[src/rtl/vp_ps2_pkg.sv]
// Shared types and timing helpers for the PS/2 host-to-device transmit path.
package vp_ps2_pkg;

  typedef enum logic [2:0] {
    ST_IDLE,
    ST_INHIBIT,
    ST_RTS,
    ST_DATA,
    ST_PARITY,
    ST_STOP,
    ST_ACK,
    ST_WAIT_IDLE
  } ps2_tx_state_t;

  // Cycles for freq_khz * amount / div (div=1000 for microseconds, div=1 for milliseconds).
  function automatic int unsigned ps2_cycles(input int unsigned freq_khz,
                                             input int unsigned amount,
                                             input int unsigned div);
    longint unsigned prod;
    prod = 64'(freq_khz) * 64'(amount);
    return 32'(prod / 64'(div));
  endfunction

endpackage

[src/rtl/ps2_line_filter.sv]
// Two-flop synchroniser plus a run-length filter for one open-drain PS/2 pin.
// The filtered level only moves after FILT_LEN consecutive samples disagree with it.
module ps2_line_filter #(
  parameter int FILT_LEN = 8
) (
  input  logic clk_i,
  input  logic res_n_i,
  input  logic pin_i,
  output logic level_o,
  output logic fall_o
);

  localparam int CW = (FILT_LEN > 1) ? $clog2(FILT_LEN) : 1;

  logic [1:0]    sync_q;
  logic [CW-1:0] cnt_q;

  // Idle bus is high, so the filter wakes up believing the line is released.
  always_ff @(posedge clk_i or negedge res_n_i) begin
    if (!res_n_i) begin
      sync_q  <= 2'b11;
      cnt_q   <= '0;
      level_o <= 1'b1;
      fall_o  <= 1'b0;
    end else begin
      sync_q <= {sync_q[0], pin_i};
      fall_o <= 1'b0;
      if (sync_q[1] == level_o) begin
        cnt_q <= '0;
      end else if (cnt_q == CW'(FILT_LEN - 1)) begin
        level_o <= sync_q[1];
        cnt_q   <= '0;
        fall_o  <= ~sync_q[1];
      end else begin
        cnt_q <= cnt_q + CW'(1);
      end
    end
  end

endmodule

[src/rtl/ps2_host_tx.sv]
// PS/2 host-to-device command transmitter: clock inhibit, request-to-send, then
// shifts data/parity/stop on device clock falls and checks the device acknowledge.
module ps2_host_tx
  import vp_ps2_pkg::*;
#(
  parameter int unsigned CLK_FREQ_KHZ = 70938,
  parameter int unsigned INHIBIT_US   = 100,
  parameter int unsigned TIMEOUT_MS   = 20,
  parameter int unsigned FILT_LEN     = 8
) (
  input  logic       clk_i,
  input  logic       res_n_i,
  input  logic [7:0] tx_data_i,
  input  logic       tx_valid_i,
  output logic       tx_ready_o,
  output logic       tx_done_o,
  output logic       tx_err_o,
  output logic       busy_o,
  input  logic       ps2_clk_i,
  input  logic       ps2_dat_i,
  output logic       ps2_clk_oe_o,
  output logic       ps2_dat_oe_o
);

  localparam int unsigned INHIBIT_CYC = ps2_cycles(CLK_FREQ_KHZ, INHIBIT_US, 1000);
  localparam int unsigned TO_CYC      = ps2_cycles(CLK_FREQ_KHZ, TIMEOUT_MS, 1);
  localparam int          WD_W        = $clog2(TO_CYC + 1);
  localparam int          INH_W       = $clog2(INHIBIT_CYC + 1);

  ps2_tx_state_t state_q, state_d;
  logic [7:0]       data_q, data_d;
  logic             par_q, par_d;
  logic [2:0]       bit_cnt_q, bit_cnt_d;
  logic [INH_W-1:0] inh_cnt_q, inh_cnt_d;
  logic [WD_W-1:0]  wd_cnt_q, wd_cnt_d;
  logic             nack_q, nack_d;
  logic             clk_oe_q, clk_oe_d;
  logic             dat_oe_q, dat_oe_d;
  logic             done, err;
  logic             clk_level, clk_fall;
  logic             dat_level, unused_dat_fall;

  ps2_line_filter #(.FILT_LEN(int'(FILT_LEN))) u_clk_filt (
    .clk_i   (clk_i),
    .res_n_i (res_n_i),
    .pin_i   (ps2_clk_i),
    .level_o (clk_level),
    .fall_o  (clk_fall)
  );

  ps2_line_filter #(.FILT_LEN(int'(FILT_LEN))) u_dat_filt (
    .clk_i   (clk_i),
    .res_n_i (res_n_i),
    .pin_i   (ps2_dat_i),
    .level_o (dat_level),
    .fall_o  (unused_dat_fall)
  );

  always_ff @(posedge clk_i or negedge res_n_i) begin
    if (!res_n_i) begin
      state_q   <= ST_IDLE;
      data_q    <= '0;
      par_q     <= 1'b0;
      bit_cnt_q <= '0;
      inh_cnt_q <= '0;
      wd_cnt_q  <= '0;
      nack_q    <= 1'b0;
      clk_oe_q  <= 1'b0;
      dat_oe_q  <= 1'b0;
    end else begin
      state_q   <= state_d;
      data_q    <= data_d;
      par_q     <= par_d;
      bit_cnt_q <= bit_cnt_d;
      inh_cnt_q <= inh_cnt_d;
      wd_cnt_q  <= wd_cnt_d;
      nack_q    <= nack_d;
      clk_oe_q  <= clk_oe_d;
      dat_oe_q  <= dat_oe_d;
    end
  end

  // Watchdog expiry overrides everything, including a clock fall in the same cycle.
  always_comb begin
    state_d   = state_q;
    data_d    = data_q;
    par_d     = par_q;
    bit_cnt_d = bit_cnt_q;
    inh_cnt_d = inh_cnt_q;
    wd_cnt_d  = wd_cnt_q;
    nack_d    = nack_q;
    clk_oe_d  = clk_oe_q;
    dat_oe_d  = dat_oe_q;
    done      = 1'b0;
    err       = 1'b0;

    if (state_q != ST_IDLE) wd_cnt_d = wd_cnt_q - WD_W'(1);

    if (state_q != ST_IDLE && wd_cnt_q == '0) begin
      state_d  = ST_IDLE;
      wd_cnt_d = '0;
      clk_oe_d = 1'b0;
      dat_oe_d = 1'b0;
      done     = 1'b1;
      err      = 1'b1;
    end else begin
      unique case (state_q)
        ST_IDLE: begin
          if (tx_valid_i) begin
            data_d    = tx_data_i;
            par_d     = ~^tx_data_i;
            wd_cnt_d  = WD_W'(TO_CYC - 1);
            inh_cnt_d = INH_W'(INHIBIT_CYC - 1);
            clk_oe_d  = 1'b1;
            dat_oe_d  = 1'b0;
            state_d   = ST_INHIBIT;
          end
        end
        ST_INHIBIT: begin
          if (inh_cnt_q == '0) begin
            dat_oe_d = 1'b1;
            state_d  = ST_RTS;
          end else begin
            inh_cnt_d = inh_cnt_q - INH_W'(1);
          end
        end
        ST_RTS: begin
          clk_oe_d  = 1'b0;
          bit_cnt_d = '0;
          state_d   = ST_DATA;
        end
        ST_DATA: begin
          if (clk_fall) begin
            dat_oe_d = ~data_q[bit_cnt_q];
            if (bit_cnt_q == 3'd7) state_d = ST_PARITY;
            else                   bit_cnt_d = bit_cnt_q + 3'd1;
          end
        end
        ST_PARITY: begin
          if (clk_fall) begin
            dat_oe_d = ~par_q;
            state_d  = ST_STOP;
          end
        end
        ST_STOP: begin
          if (clk_fall) begin
            dat_oe_d = 1'b0;
            state_d  = ST_ACK;
          end
        end
        ST_ACK: begin
          if (clk_fall) begin
            nack_d  = dat_level;
            state_d = ST_WAIT_IDLE;
          end
        end
        ST_WAIT_IDLE: begin
          if (clk_level && dat_level) begin
            done    = 1'b1;
            err     = nack_q;
            state_d = ST_IDLE;
          end
        end
        default: state_d = ST_IDLE;
      endcase

      // Let go of the pins one cycle early so they are already free when the timeout is reported.
      if (state_d != ST_IDLE && wd_cnt_d == '0) begin
        clk_oe_d = 1'b0;
        dat_oe_d = 1'b0;
      end
    end
  end

  assign tx_ready_o   = (state_q == ST_IDLE);
  assign busy_o       = ~tx_ready_o;
  assign tx_done_o    = done;
  assign tx_err_o     = err;
  assign ps2_clk_oe_o = clk_oe_q;
  assign ps2_dat_oe_o = dat_oe_q;

endmodule

[config.mk]
export PLATFORM = sky130hd
export DESIGN_NAME = ps2_host_tx
export DESIGN_NICKNAME = d
export VERILOG_FILES = /design/src/rtl/vp_ps2_pkg.sv /design/src/rtl/ps2_line_filter.sv /design/src/rtl/ps2_host_tx.sv
export SDC_FILE = /design/constraint.sdc
export NUM_CORES = 1
export LEC_CHECK = 0
export ABC_AREA = 1
export BUFFER_PORTS_ARGS = -buffer_cell sky130_fd_sc_hd__clkbuf_2
export CAP_MARGIN = 20
export CORE_UTILIZATION = 57
export CTS_CLUSTER_DIAMETER = 120
export DETAILED_ROUTE_END_ITERATION = 6
export GPL_ROUTABILITY_DRIVEN = 0
export PLACE_DENSITY = 0.78
export REMOVE_ABC_BUFFERS = 1
export SETUP_SLACK_MARGIN = 0.4
export SYNTH_ARGS = -nofsm -noshare
export SYNTH_HDL_FRONTEND = slang
export SYNTH_SLANG_ARGS = --single-unit
[constraint.sdc]
create_clock -name clk_i -period 2.3 [get_ports clk_i]
set_clock_uncertainty 0.15 [all_clocks]
set_input_delay 0.115 -clock clk_i [delete_from_list [all_inputs] [get_ports clk_i]]
set_output_delay 0.115 -clock clk_i [all_outputs]
set_load 0.1 [all_outputs]
Word level (Yosys, flattened, before mapping)
Cells that the tools add are included.
W data, S select, Z words.
{ "word_totals": {"word_cells": 120, "ff_bits": 65, "in_bits": 13, "output_inout_bits": 6} }
{ "op_classes": {"eq_ne": 21, "add_sub_neg": 5, "muxes": 48, "n_reduce_logical": 22, "order_cmp": 1, "bitwise_logic": 7} }
{ "op_table": {"columns": ["op", "count"], "rows": [
  ["$mux W21", 5],
  ["$mux W3", 16],
  ["$logic_not A21 Y1", 2],
  ["$mux W13", 2],
  ["$pmux W13 S2", 1],
  ["$pmux W3 S8", 1],
  ["$eq A3 B3 Y1 const B", 7],
  ["$sub A21 B1 Y21 const B", 1],
  ["$mux W1", 19],
  ["$logic_not A13 Y1", 1],
  ["$sub A13 B1 Y13 const B", 1],
  ["$ne A4 B3 Y1 const B", 3],
  ["$add A3 B1 Y3 const B", 3],
  ["$reduce_and A4 Y1", 2],
  ["$reduce_xnor A8 Y1", 1],
  ["$not A1 Y1", 7],
  ["$reduce_bool A7 Y1", 1],
  ["$eq A3 B2 Y1 const B", 2],
  ["$ne A2 B2 Y1 const B", 3],
  ["$pmux W3 S2", 1],
  ["$reduce_and A2 Y1", 3],
  ["$reduce_and A3 Y1", 2],
  ["$reduce_and A6 Y1", 1],
  ["$reduce_bool A3 Y1", 2],
  ["other kinds (13)", 17]
]} }

Logic depth before layout (Yosys ltp)
Gate-level depths: netlist of the first run.
{ "logic_depth": {"word_depth": 9, "ltp_mapped": 15} }

Hierarchy
A second synthesis of the first run with hierarchy kept.
{ "hier_totals": {"cells_unflattened": 558, "area_unflattened_um2": 3911.3} }
{ "by_module_without_submodules": {"columns": ["module", "cells_each", "area_each_um2", "n_inst", "seq_area_each_um2"], "rows": [
  ["ps2_host_tx", 510, 3383.2, 1, 1301.2],
  ["ps2_line_filter", 24, 264.0, 2, 178.9]
]} }

Least setup slack after synthesis of the first run
No wires, ideal clock.
{ "synth_path": {"kind": "register to output", "from": "register wd_cnt_q[0]", "to": "output tx_err_o", "stages_incl_launch_ff": 10, "required_time_ns": 2.035, "arrival_time_ns": 2.808, "setup_slack_ns": -0.773, "cell_sequence": "dfrtp_1 -> inv_1 -> ha_1 -> nand3_1 -> nor2_1 -> nand2_1 -> nor3_1 -> nand2_1 -> nand2_1 -> o21a_1"} }
{ "synth_via": {"elab_chain_cells": 3} }
{ "synth_lines": {"columns": ["item", "line_no", "text"], "rows": [
  ["start, declared", "ps2_host_tx.sv:35", "logic [WD_W-1:0] wd_cnt_q, wd_cnt_d;"],
  ["start signal, assigned", "ps2_host_tx.sv:76", "wd_cnt_q <= wd_cnt_d;"],
  ["$logic_not A21 Y1", "ps2_host_tx.sv:99", "if (state_q != ST_IDLE && wd_cnt_q == '0) begin"],
  ["$logic_and A1 B1 Y1", "ps2_host_tx.sv:99", null],
  ["$mux W1", "ps2_host_tx.sv:99", null],
  ["end, declared", "ps2_host_tx.sv:17", "output logic tx_err_o,"]
]} }
Every way passes these cells.

Final worst setup path of the first run
{ "layout_path": {"from": "register wd_cnt_q[1]", "to": "register dat_oe_q (netlist: ps2_dat_oe_o)"} }
{ "layout_via": {"elab_chain_cells": 9, "word_cells_on_any_way": 18} }
{ "layout_lines": {"columns": ["item", "line_no", "text"], "rows": [
  ["$sub A21 B1 Y21", "ps2_host_tx.sv:97", "if (state_q != ST_IDLE) wd_cnt_d = wd_cnt_q - WD_W'(1);"],
  ["$mux W21", "ps2_host_tx.sv:97", null],
  ["$mux W21", "ps2_host_tx.sv:109", "if (tx_valid_i) begin"],
  ["$mux W21", "ps2_host_tx.sv:107", "unique case (state_q)"],
  ["$mux W21", "ps2_host_tx.sv:99", null],
  ["$logic_not A21 Y1", "ps2_host_tx.sv:168", "if (state_d != ST_IDLE && wd_cnt_d == '0) begin"],
  ["$logic_and A1 B1 Y1", "ps2_host_tx.sv:168", null],
  ["$ne A4 B3 Y1 (no source line) (tied with other cells)", null, null],
  ["$reduce_and A6 Y1 (no source line) / $mux W1 (equally long branches)", null, null],
  ["end signal, assigned", "ps2_host_tx.sv:79", "dat_oe_q <= dat_oe_d;"],
  ["end, declared", "ps2_host_tx.sv:38", "logic dat_oe_q, dat_oe_d;"]
]} }
Parallel ways exist; a longest one is shown, timed or not. The select of a mux whose other input is x is not followed.
A chain may end at the register's enable or synchronous reset.

==> results of run 1 <==
## layer usage
metal | share of wire [%] | vias up | routed length, µm | GRT usage, %
li1 | - | 1919 | - | -
met5 | 0 | - | 0 | 0
met1 | 40 | 1894 | 4419 | 38.86
met4 | 4.8 | 0 | 526 | 17.57
met3 | 7.6 | 59 | 843 | 7.276
met2 | 48 | 201 | 5250 | 52.33
## worst max-delay path, delay by kind of cell (launching register included)
| family | cells | cell delay (ps) |
|---|---|---|
| AND/OR/NAND/NOR | 13 | 1270 |
| flip-flops | 1 | 390 |
| buffers and inverters | 2 | 200 |
| adder cells (fa/ha/maj) | 1 | 160 |
## power by group
group	switching (µW)	total, µW	internal, µW
combinational	1580	2480	900
sequential	260	1740	1480
clock	475	931	455
## stage by stage
stage / instance area (µm²) / setup WS [ps]
after floorplan: 3840 / -785.7
after global placement: 4167 / 76.86
after detailed placement: 4167 / -53.58
after CTS: 4842 / 37.42
after global routing: 5070 / -72.38
final: 5070 / 23.08
## state kept, by name, indices dropped and copies added (netlist names)
register / count
wd_cnt_q: 21
inh_cnt_q: 13
data_q: 8
bit_cnt_q: 3
state_q: 3
u_clk_filt.cnt_q: 3
u_dat_filt.cnt_q: 3
u_clk_filt.sync_q: 2
u_dat_filt.sync_q: 2
nack_q: 1
par_q: 1
ps2_clk_oe_o: 1
ps2_dat_oe_o: 1
u_clk_filt.fall_o: 1
u_clk_filt.level_o: 1
u_dat_filt.level_o: 1
## cells in the final DEF (no fill, tap or decap), types with 3 or more instances in the layout
master	n
buf_6	3
inv_2	4
nand3_1	44
nor2_4	9
nor2_2	11
nand2_2	7
clkbuf_2	13
nor3_1	8
dlygate4sd3_1	11
nand4_1	12
a21oi_1	12
o21ai_1	10
nand2_1	149
ha_1	7
dfrtp_1	58
dfstp_2	6
xnor2_1	6
buf_12	4
o21ai_0	15
xor2_1	10
buf_4	49
nor2_1	71
clkbuf_8	11
inv_1	69
nand3b_1	3
nand2_4	3
## timing repair
item                                    CTS  global route
endpoints found under the setup margin   33            43
hold buffers                             11             0
buffers inserted                         32            11
gates cloned                              0             3
hold endpoints to repair                 28             0
pin swaps                                25            19
gates resized for setup                  33            32
## final timing paths
path / end / cells after the start / slack, ps
setup / recovery: ps2_dat_oe_o / 16 / 20
hold / removal: inh_cnt_q[7] / 2 / 130
setup reg to reg: ps2_dat_oe_o / 16 / 20
hold reg to reg: u_dat_filt.sync_q[1] / 0 / 210
max in group asynchronous: u_dat_filt.sync_q[0] / 3 / 1190
min in group clk_i: wd_cnt_q[0] / 5 / 150
## area by class of cell
cell class                      count  area, µm²  area share [%]
Timing Repair inverter              1      6.256          0.1234
Multi-Input combinational cell    400       2102           41.46
Sequential cell                    65       1635           32.26
Clock inverter                      5      38.79          0.7651
Clock buffer                       11      151.4           2.986
Inverter                           74      282.8           5.577
Tap cell                           77      96.34           1.900
Timing Repair Buffer               87      757.0           14.93
## cell families after synthesis
logic type,Yosys count,synth area share (%)
AOI/OAI and AO/OA,50,6.909
xor gates and xnor gates,16,3.599
adders and majority gates,8,2.571
buffers and inverters,81,8.580
DFF,65,41.97
and+or+nand+nor,326,36.38
==> results.toml, run 1 <==
[yosys]
ys_types = 35
yosysTopAreaCell = "dfrtp_1"
synth.most_common_cell = "nand2_1"
syn_area_per_cell_um2 = 7.131
ys_warn_count = 0
synth_commonest_cells = "nand2_1, nor2_1, inv_1"
ys_seq_elements = 65
synth.cell_area_um2 = 3894
synth_cells = 546
synth_top_area_share_pct = 37.92
async_reset_ff_share_pct = 100.0
synthTopCellsByArea = "dfrtp_1, nand2_1, nor2_1, inv_1, nand3_1"
ys.flop_type = "dfrtp_1"
synth_edf_count = 0
ys_seq_area_share_pct = 41.97

[global_routing]
grt_pass1_wl_um = 17640
grt-ovfl-total = 0
gr-usage-all-layers_pct = 31.81
grt_pass1_vias = 3922
grt_max_degree = 48
antenna_found_initial = 0

[worst_setup_path]
crit_start = "wd_cnt_q[1]"
critPathMaxStageDelay_ps = 390
crit_arrival_ps = 2360
endpoint_kind = "register"
crit_path_cell_trace = "inv_2 > ha_4 > buf_6 > nand2_4 > nor2_4 > nand2_4 > nor2_4 > nand2_1 > nand2_1 > nand2_1 > nor2_1 > nand2_1 > nor2_1 > nand3_1 > nand2_1 > nor2_1"
critical_path.most_common_cell = "nand2_1"
crit_path_start_kind = "register"
crit_fanout = 5
cp_slowest_cell = "dfrtp_1"
required_ps = 2380
r2r-start = "wd_cnt_q[1]"
critical_path_class = "reg2reg"

[timing]
fin_setup_tns_ps = 0
rsz0062_at_grt = "yes"
hold_viol = 0
hold_ws_ps = 128.4
clock.fmax_ghz = 0.4392
post-route-period-util_pct = 99.00
setup_viol = 0
maxSlewHeadroom_pct = 63.08
worst_pin_slew_ps = 556.2
fin_crit_ps = 2277
slew_violations = 0

[power_and_ir_drop]
power.density_nw_per_um2 = 1015
ir_drop_uv = 665.6
power_uw = 5147
p_leak_uw = 0.002572

[clock_network]
clock_latency_ps = 350
cts_inserted_buffers = 9
cts_max_level = 3
clock-root-buffer = "clkbuf_8"
clock_path_buffers = 2
cts_sinks = 65
cts_tree = "built"
clkTransAtPathRegs_ps = 80

[floorplan]
ios = 19
start_util_pct = 60.29
core_um2 = 6459
die_y_um = 84.65
row_count = 29
dieWidth_um = 84.65
die-area_um2 = 7166

[layout]
fillers = 401
n_antenna_cell = 0
utilization_pct = 78.50
nets = 659
syn2layout_area_growth_pct = 30.21
drive_gt1_share_pct = 23.17
stdcell_count = 720

[placed_design]
io_buffers = 18
dp_hpwl_um = 6464
dp.cells = 647

[flow_run]
maxCapViolCount = 0

[drt]
drtAntennaViolNets = 0
vias = 4073
routed_via_density = 5.657
drt_wl_total_um = 11040
first_iter_violations = 318
wl_per_cell_um = 15.33
first_pass_iters = 7
drcViolationCount = 0

[min_path]
holdCritPathClass = "in2async"

[status]
status = "completed"
Note: power is estimated with default switching activity, not from simulation.
==> inputs of run 2 (changes only) <==
==> constraint.sdc (replaced) <==
create_clock -name clk_i -period 2.3 [get_ports clk_i]
set_clock_uncertainty 0.15 [all_clocks]
set_input_delay 0.46 -clock clk_i [delete_from_list [all_inputs] [get_ports clk_i]]
set_output_delay 0.46 -clock clk_i [all_outputs]
set_load 0.1 [all_outputs]
==> run 2 against run 1 <==
The run now ends with design-rule violations, negative setup slack left. Worst setup slack got worse by 340 ps. Critical path depth decreased by 7. First-iteration DRC count increased by 69%. Count of clock-buffer cells in the layout unchanged. Routed wire length increased by 4.8%. Non-clock buffer count decreased by 15. Sequential share of layout area decreased by 0.92 points. Maximum frequency decreased by 13%. Flip-flop and latch count unchanged. Utilization increased by 2.4 points. Design area increased by 3.1%. Clock power increased by 3.1%.
==> results.toml, run 2 (same netlist as run 1, synthesis figures left out) <==
[clock_network]
cts_tree = "built"
clock-root-buffer = "clkbuf_8"
cts_inserted_buffers = 9
clkTransAtPathRegs_ps = 70
clock_path_buffers = 2
cts_max_level = 3
cts_sinks = 65
clock_latency_ps = 350

[worst_setup_path]
endpoint_kind = "output port"
critPathMaxStageDelay_ps = 430
cp_slowest_cell = "dfrtp_1"
required_ps = 1690
crit_path_start_kind = "register"
ff2ff_path_depth = 17
crit_arrival_ps = 2000
crit_fanout = 4
critical_path.most_common_cell = "nand2_2"
worst-path-stages = 9
cp_top_family = "simple AND/OR/NAND/NOR gates"
worst-path-buf-inv = 1
critical_path_class = "reg2out"
crit_path_cell_trace = "nor2_2 > nand2_2 > nor2_1 > nand2_2 > nor3_2 > nand2_1 > nand2_2 > o21a_1 > buf_12"

[floorplan]
die_y_um = 84.65
die-area_um2 = 7166
start_util_pct = 60.29
dieWidth_um = 84.65
core_um2 = 6459
row_count = 29
ios = 19

[layout]
drive_gt1_share_pct = 29.19
fillers = 394
final_cell_mix = "nand2_1, inv_1, nor2_1, dfrtp_1, nand3_1"
utilization_pct = 80.94
syn2layout_area_growth_pct = 34.25
nets = 644
reg.largest.list = "wd_cnt_q x21, inh_cnt_q x13, data_q x8"
n_antenna_cell = 0
largest_register_ff_count = 21
regMostFlops = "wd_cnt_q"
final_common_cell = "nand2_1"

[min_path]
holdCritPathClass = "in2reg"
holdPathStages = 1

[power_and_ir_drop]
power_uw = 5567
p_leak_uw = 0.002601
ir_drop_uv = 796.9
power.density_nw_per_um2 = 1065

[global_routing]
gr-usage-all-layers_pct = 31.89
grt_max_degree = 41
grt_pass1_wl_um = 17790
grt_pass1_vias = 3886
antenna_found_initial = 0
grt-ovfl-total = 0

[timing]
clock.fmax_ghz = 0.3827
slew_violations = 0
rsz0062_at_grt = "yes"
fin_crit_ps = 2613
setup_viol = 2
post-route-period-util_pct = 113.6
worst_pin_slew_ps = 543.1
hold_viol = 0
timing.final.ws_setup_ps = -312.7
maxSlewHeadroom_pct = 63.95

[drt]
first_iter_violations = 538
wl_per_cell_um = 16.43
first_pass_iters = 7
drt_wl_total_um = 11570
vias = 4122
drtAntennaViolNets = 0
drcViolationCount = 2
routed_via_density = 5.855

[flow_run]
maxCapViolCount = 0

[placed_design]
io_buffers = 18
dp_hpwl_um = 6593

[status]
violations = "design-rule violations, negative setup slack"
status = "finished, violations left"
==> run 2: changes by cell type in the layout (fill, tap and decap cells not counted), moves of 6 or more <==
cell / change
nand2_4: +6
nor2_1: -10
dlygate4sd3_1: -10
nand2_1: -9
buf_6: +12
nand3_1: -7
buf_4: -16
==> run 2: report_power, final <==
part	leakage [µW]	internal, µW	switching, µW
Clock	0.0000989	519	441
Combinational	0.00172	1070	1760
Sequential	0.000778	1480	295
Total	0.00260	3070	2500
==> run 2: per-stage QoR <==
step                setup TNS [ps]  worst slack, ps  hold WS [ps]  cells  cell area [µm²]
floorplan                    -2868            -1131         14.41    539             3840
global placement                 0            67.78         179.5    652             4219
detailed placement               0            51.11         181.7    652             4219
CTS                         -268.9           -191.9         26.49    699             4882
global route                -969.4           -369.5         18.65    704             5228
finish                      -529.8           -312.7         36.85    704             5228
==> run 2: final cells by class <==
cell class | instances | area (µm²) | share of cell area [%]
timing repair inverter | 1 | 11.26 | 0.2154
tap | 77 | 96.34 | 1.843
multi-input combinational | 400 | 2306 | 44.11
inverter | 74 | 300.3 | 5.744
timing repair buffer | 72 | 689.4 | 13.19
clock inverter | 4 | 45.04 | 0.8617
sequential | 65 | 1638 | 31.33
clock buffer | 11 | 141.4 | 2.705
==> run 2: final timing paths <==
kind | from | end | slack, ps
max in group asynchronous | res_n_i | u_clk_filt.sync_q[1] | 1110
worst min register to register | u_dat_filt.sync_q[0] | u_dat_filt.sync_q[1] | 210
worst min-delay path | ps2_clk_i | u_clk_filt.sync_q[0] | 40
worst max register to register | wd_cnt_q[1] | ps2_clk_oe_o | 40
min in group asynchronous | res_n_i | inh_cnt_q[8] | 340
worst max-delay path | wd_cnt_q[14] | tx_err_o | -310
==> run 2: timing repair <==
item,CTS,global route
pin swaps,22,6
endpoints found under the hold margin,7,0
resized for setup,59,78
setup endpoints to repair,32,40
setup buffers,28,5
cloned,3,0
hold buffers,1,0
==> run 2: layer usage <==
metal / routed length, µm / part of all wire, % / vias up / track usage [%]
li1: - / - / 1886 / -
met1: 4563 / 39 / 1893 / 41.41
met2: 5364 / 46 / 262 / 50.11
met3: 1084 / 9.4 / 81 / 7.276
met4: 553 / 4.8 / 0 / 16.64
met5: 0 / 0 / - / 0
==> inputs of run 3 (changes only) <==
--- a/config.mk
+++ b/config.mk
@@ -17,4 +17,5 @@
 export SETUP_SLACK_MARGIN = 0.4
 export SYNTH_ARGS = -nofsm -noshare
 export SYNTH_HDL_FRONTEND = slang
+export SYNTH_HIERARCHICAL = 1
 export SYNTH_SLANG_ARGS = --single-unit
==> run 3 against run 2 <==
The flow finishes with violations (negative setup slack). Count of clock-buffer cells in the layout fell by 1. Sequential power rose by 6%. Combinational power decreased by 12%. Synthesized cell count rose by 1.6%. Sequential share of layout area fell by 0.36 points. Routed wire length grew 24%. Utilization increased by 0.87 points. Register-to-register slack worse by 270 ps. Total power grew 0.56%. Design area rose by 1.1%. Flip-flop and latch count did not move. Highest routed layer unchanged.
==> results.toml, run 3 <==
[worst_setup_path]
crit_path_start_kind = "register"
ff2ff_path_depth = 17
r2r-end = "ps2_clk_oe_o"
crit_fanout = 6
required_ps = 2410
endpoint_kind = "register"
crit_arrival_ps = 2640
critical_path_class = "reg2reg"
r2r_setup_slack_ps = -230
r2r-start = "wd_cnt_q[0]"

[timing]
setup_viol = 14
slew_violations = 0
maxSlewHeadroom_pct = 64.35
rsz0062_at_grt = "yes"
fin_crit_ps = 2531
post-route-period-util_pct = 110.1
hold_viol = 0
clock.fmax_ghz = 0.3951
timing.final.ws_setup_ps = -231.3
worst_pin_slew_ps = 537.1

[drt]
drtAntennaViolNets = 0
drt_wl_total_um = 14360
wl_met3_um = 1676
dr.max_layer_used = "met4"
first_pass_iters = 7
first_iter_violations = 782
routed_via_density = 6.298
wl_met1_um = 5011
route.met2.wl_um = 6429
drcViolationCount = 0
wl_per_cell_um = 19.69
vias = 4591

[global_routing]
grt_max_degree = 66
grt-ovfl-total = 0
grt_pass1_vias = 4169
gr-usage-all-layers_pct = 34.18
grt_pass1_wl_um = 19040
antenna_found_initial = 0

[yosys]
syn_area_per_cell_um2 = 6.989
ys_warn_count = 6
synth.cell_area_um2 = 3879
synth_cells = 555

[power_and_ir_drop]
ir_drop_uv = 837.1
p_leak_uw = 0.002660
power.density_nw_per_um2 = 1059
power_uw = 5598

[clock_network]
cts_inserted_buffers = 9
clkTransAtPathRegs_ps = 70
cts_max_level = 3
cts_tree = "built"
cts_sinks = 65
clock_path_buffers = 2
clock-root-buffer = "clkbuf_8"
clock_latency_ps = 360

[layout]
syn2layout_area_growth_pct = 36.23
n_antenna_cell = 0
largest_register_ff_count = 21
nets = 668
drive_gt1_share_pct = 28.99
fillers = 343
final_cell_mix = "nand2_1, nor2_1, inv_1, dfrtp_1, buf_4"
reg.largest.list = "wd_cnt_q x21, inh_cnt_q x13, data_q x8"
regMostFlops = "wd_cnt_q"
multi_input_area_um2 = 2221
regArea_um2 = 1637
final_common_cell = "nand2_1"
utilization_pct = 81.81

[floorplan]
core_um2 = 6459
dieWidth_um = 84.49
start_util_pct = 60.05
die-area_um2 = 7139
die_y_um = 84.49
row_count = 29
ios = 19

[status]
violations = "negative setup slack"
status = "finished, violations left"

[placed_design]
preCtsSetupSlack_ps = -0.7366
io_buffers = 18
dp_hpwl_um = 6614

[min_path]
hold_path_end = "u_dat_filt/sync_q[0]"
holdPathStages = 1
holdCritPathClass = "in2reg"
min_from = "ps2_dat_i"

[flow_run]
maxCapViolCount = 0
[run 3: cell types whose count changed in the layout (fill, tap and decap cells not counted), sizes merged, moves of 3 or more]
cell | previous run | this run
nor2 | 91 | 104
buf | 57 | 74
nand3 | 48 | 52
o21ai | 27 | 32
nand2 | 161 | 150
o21bai | 0 | 3
or2 | 1 | 4
inv | 74 | 81
a21oi | 14 | 7
[run 3: layout make-up]
| type | instances | area share (%) |
|---|---|---|
| Multi-Input combinational cell | 402 | 42.03 |
| Sequential cell | 65 | 30.97 |
| Timing Repair Buffer | 88 | 14.44 |
| Inverter | 81 | 5.944 |
| Clock buffer | 10 | 2.605 |
| Clock inverter | 6 | 2.179 |
| Tap cell | 77 | 1.823 |
[run 3: power breakdown]
group | internal [µW] | switching, µW
registers | 1520 | 344
clock network | 753 | 492
logic | 932 | 1550
total | 3210 | 2390
[run 3: timing repair]
item,4_1_cts,5_1_grt
hold endpoints to repair,59,0
hold buffers,1,0
pin swaps,30,32
setup buffers,35,12
resized for setup,66,48
endpoints found under the setup margin,32,44
[run 3: worst max-delay path by stage]
stage	start	endpoint	cells past startpoint
floorplan	state_q[2]	tx_err_o	4
global placement	wd_cnt_q[0]	tx_err_o	9
detailed placement	wd_cnt_q[0]	tx_err_o	9
CTS	wd_cnt_q[1]	tx_err_o	9
global route	wd_cnt_q[3]	ps2_clk_oe_o	14
finish	wd_cnt_q[0]	ps2_clk_oe_o	17
[run 3: stage by stage]
step                setup TNS, ps  cells  hold slack, ps  cell area (µm²)
global placement                0    665           196.5             4252
detailed placement        -0.7366    665           196.8             4252
finish                      -1862    729           25.96             5284
floorplan                   -1540    548           14.41             3840
CTS                        -142.5    717           29.35             5020
global route                -3366    729           23.60             5284
[run 3: routing by layer]
metal | track usage [%] | vias to the layer above
li1 | - | 1928
met1 | 41.99 | 2090
met2 | 54.84 | 419
met3 | 7.178 | 154
met4 | 22.34 | 0
met5 | 0 | -
[run 3: worst max-delay path, stage by stage (launching register included)]
cell and delay (ps):
dfrtp_1 410, inv_2 100, ha_4 150, buf_4 110
buf_6 100, nand2_4 60, nor2_4 190, nand2_1 120
nand3_1 130, nand2_1 110, nor2_2 110, nand2_2 110
nor2_1 130, nand2_1 80, nor2_2 140, nand3_2 110
nand2_1 80, inv_1 40
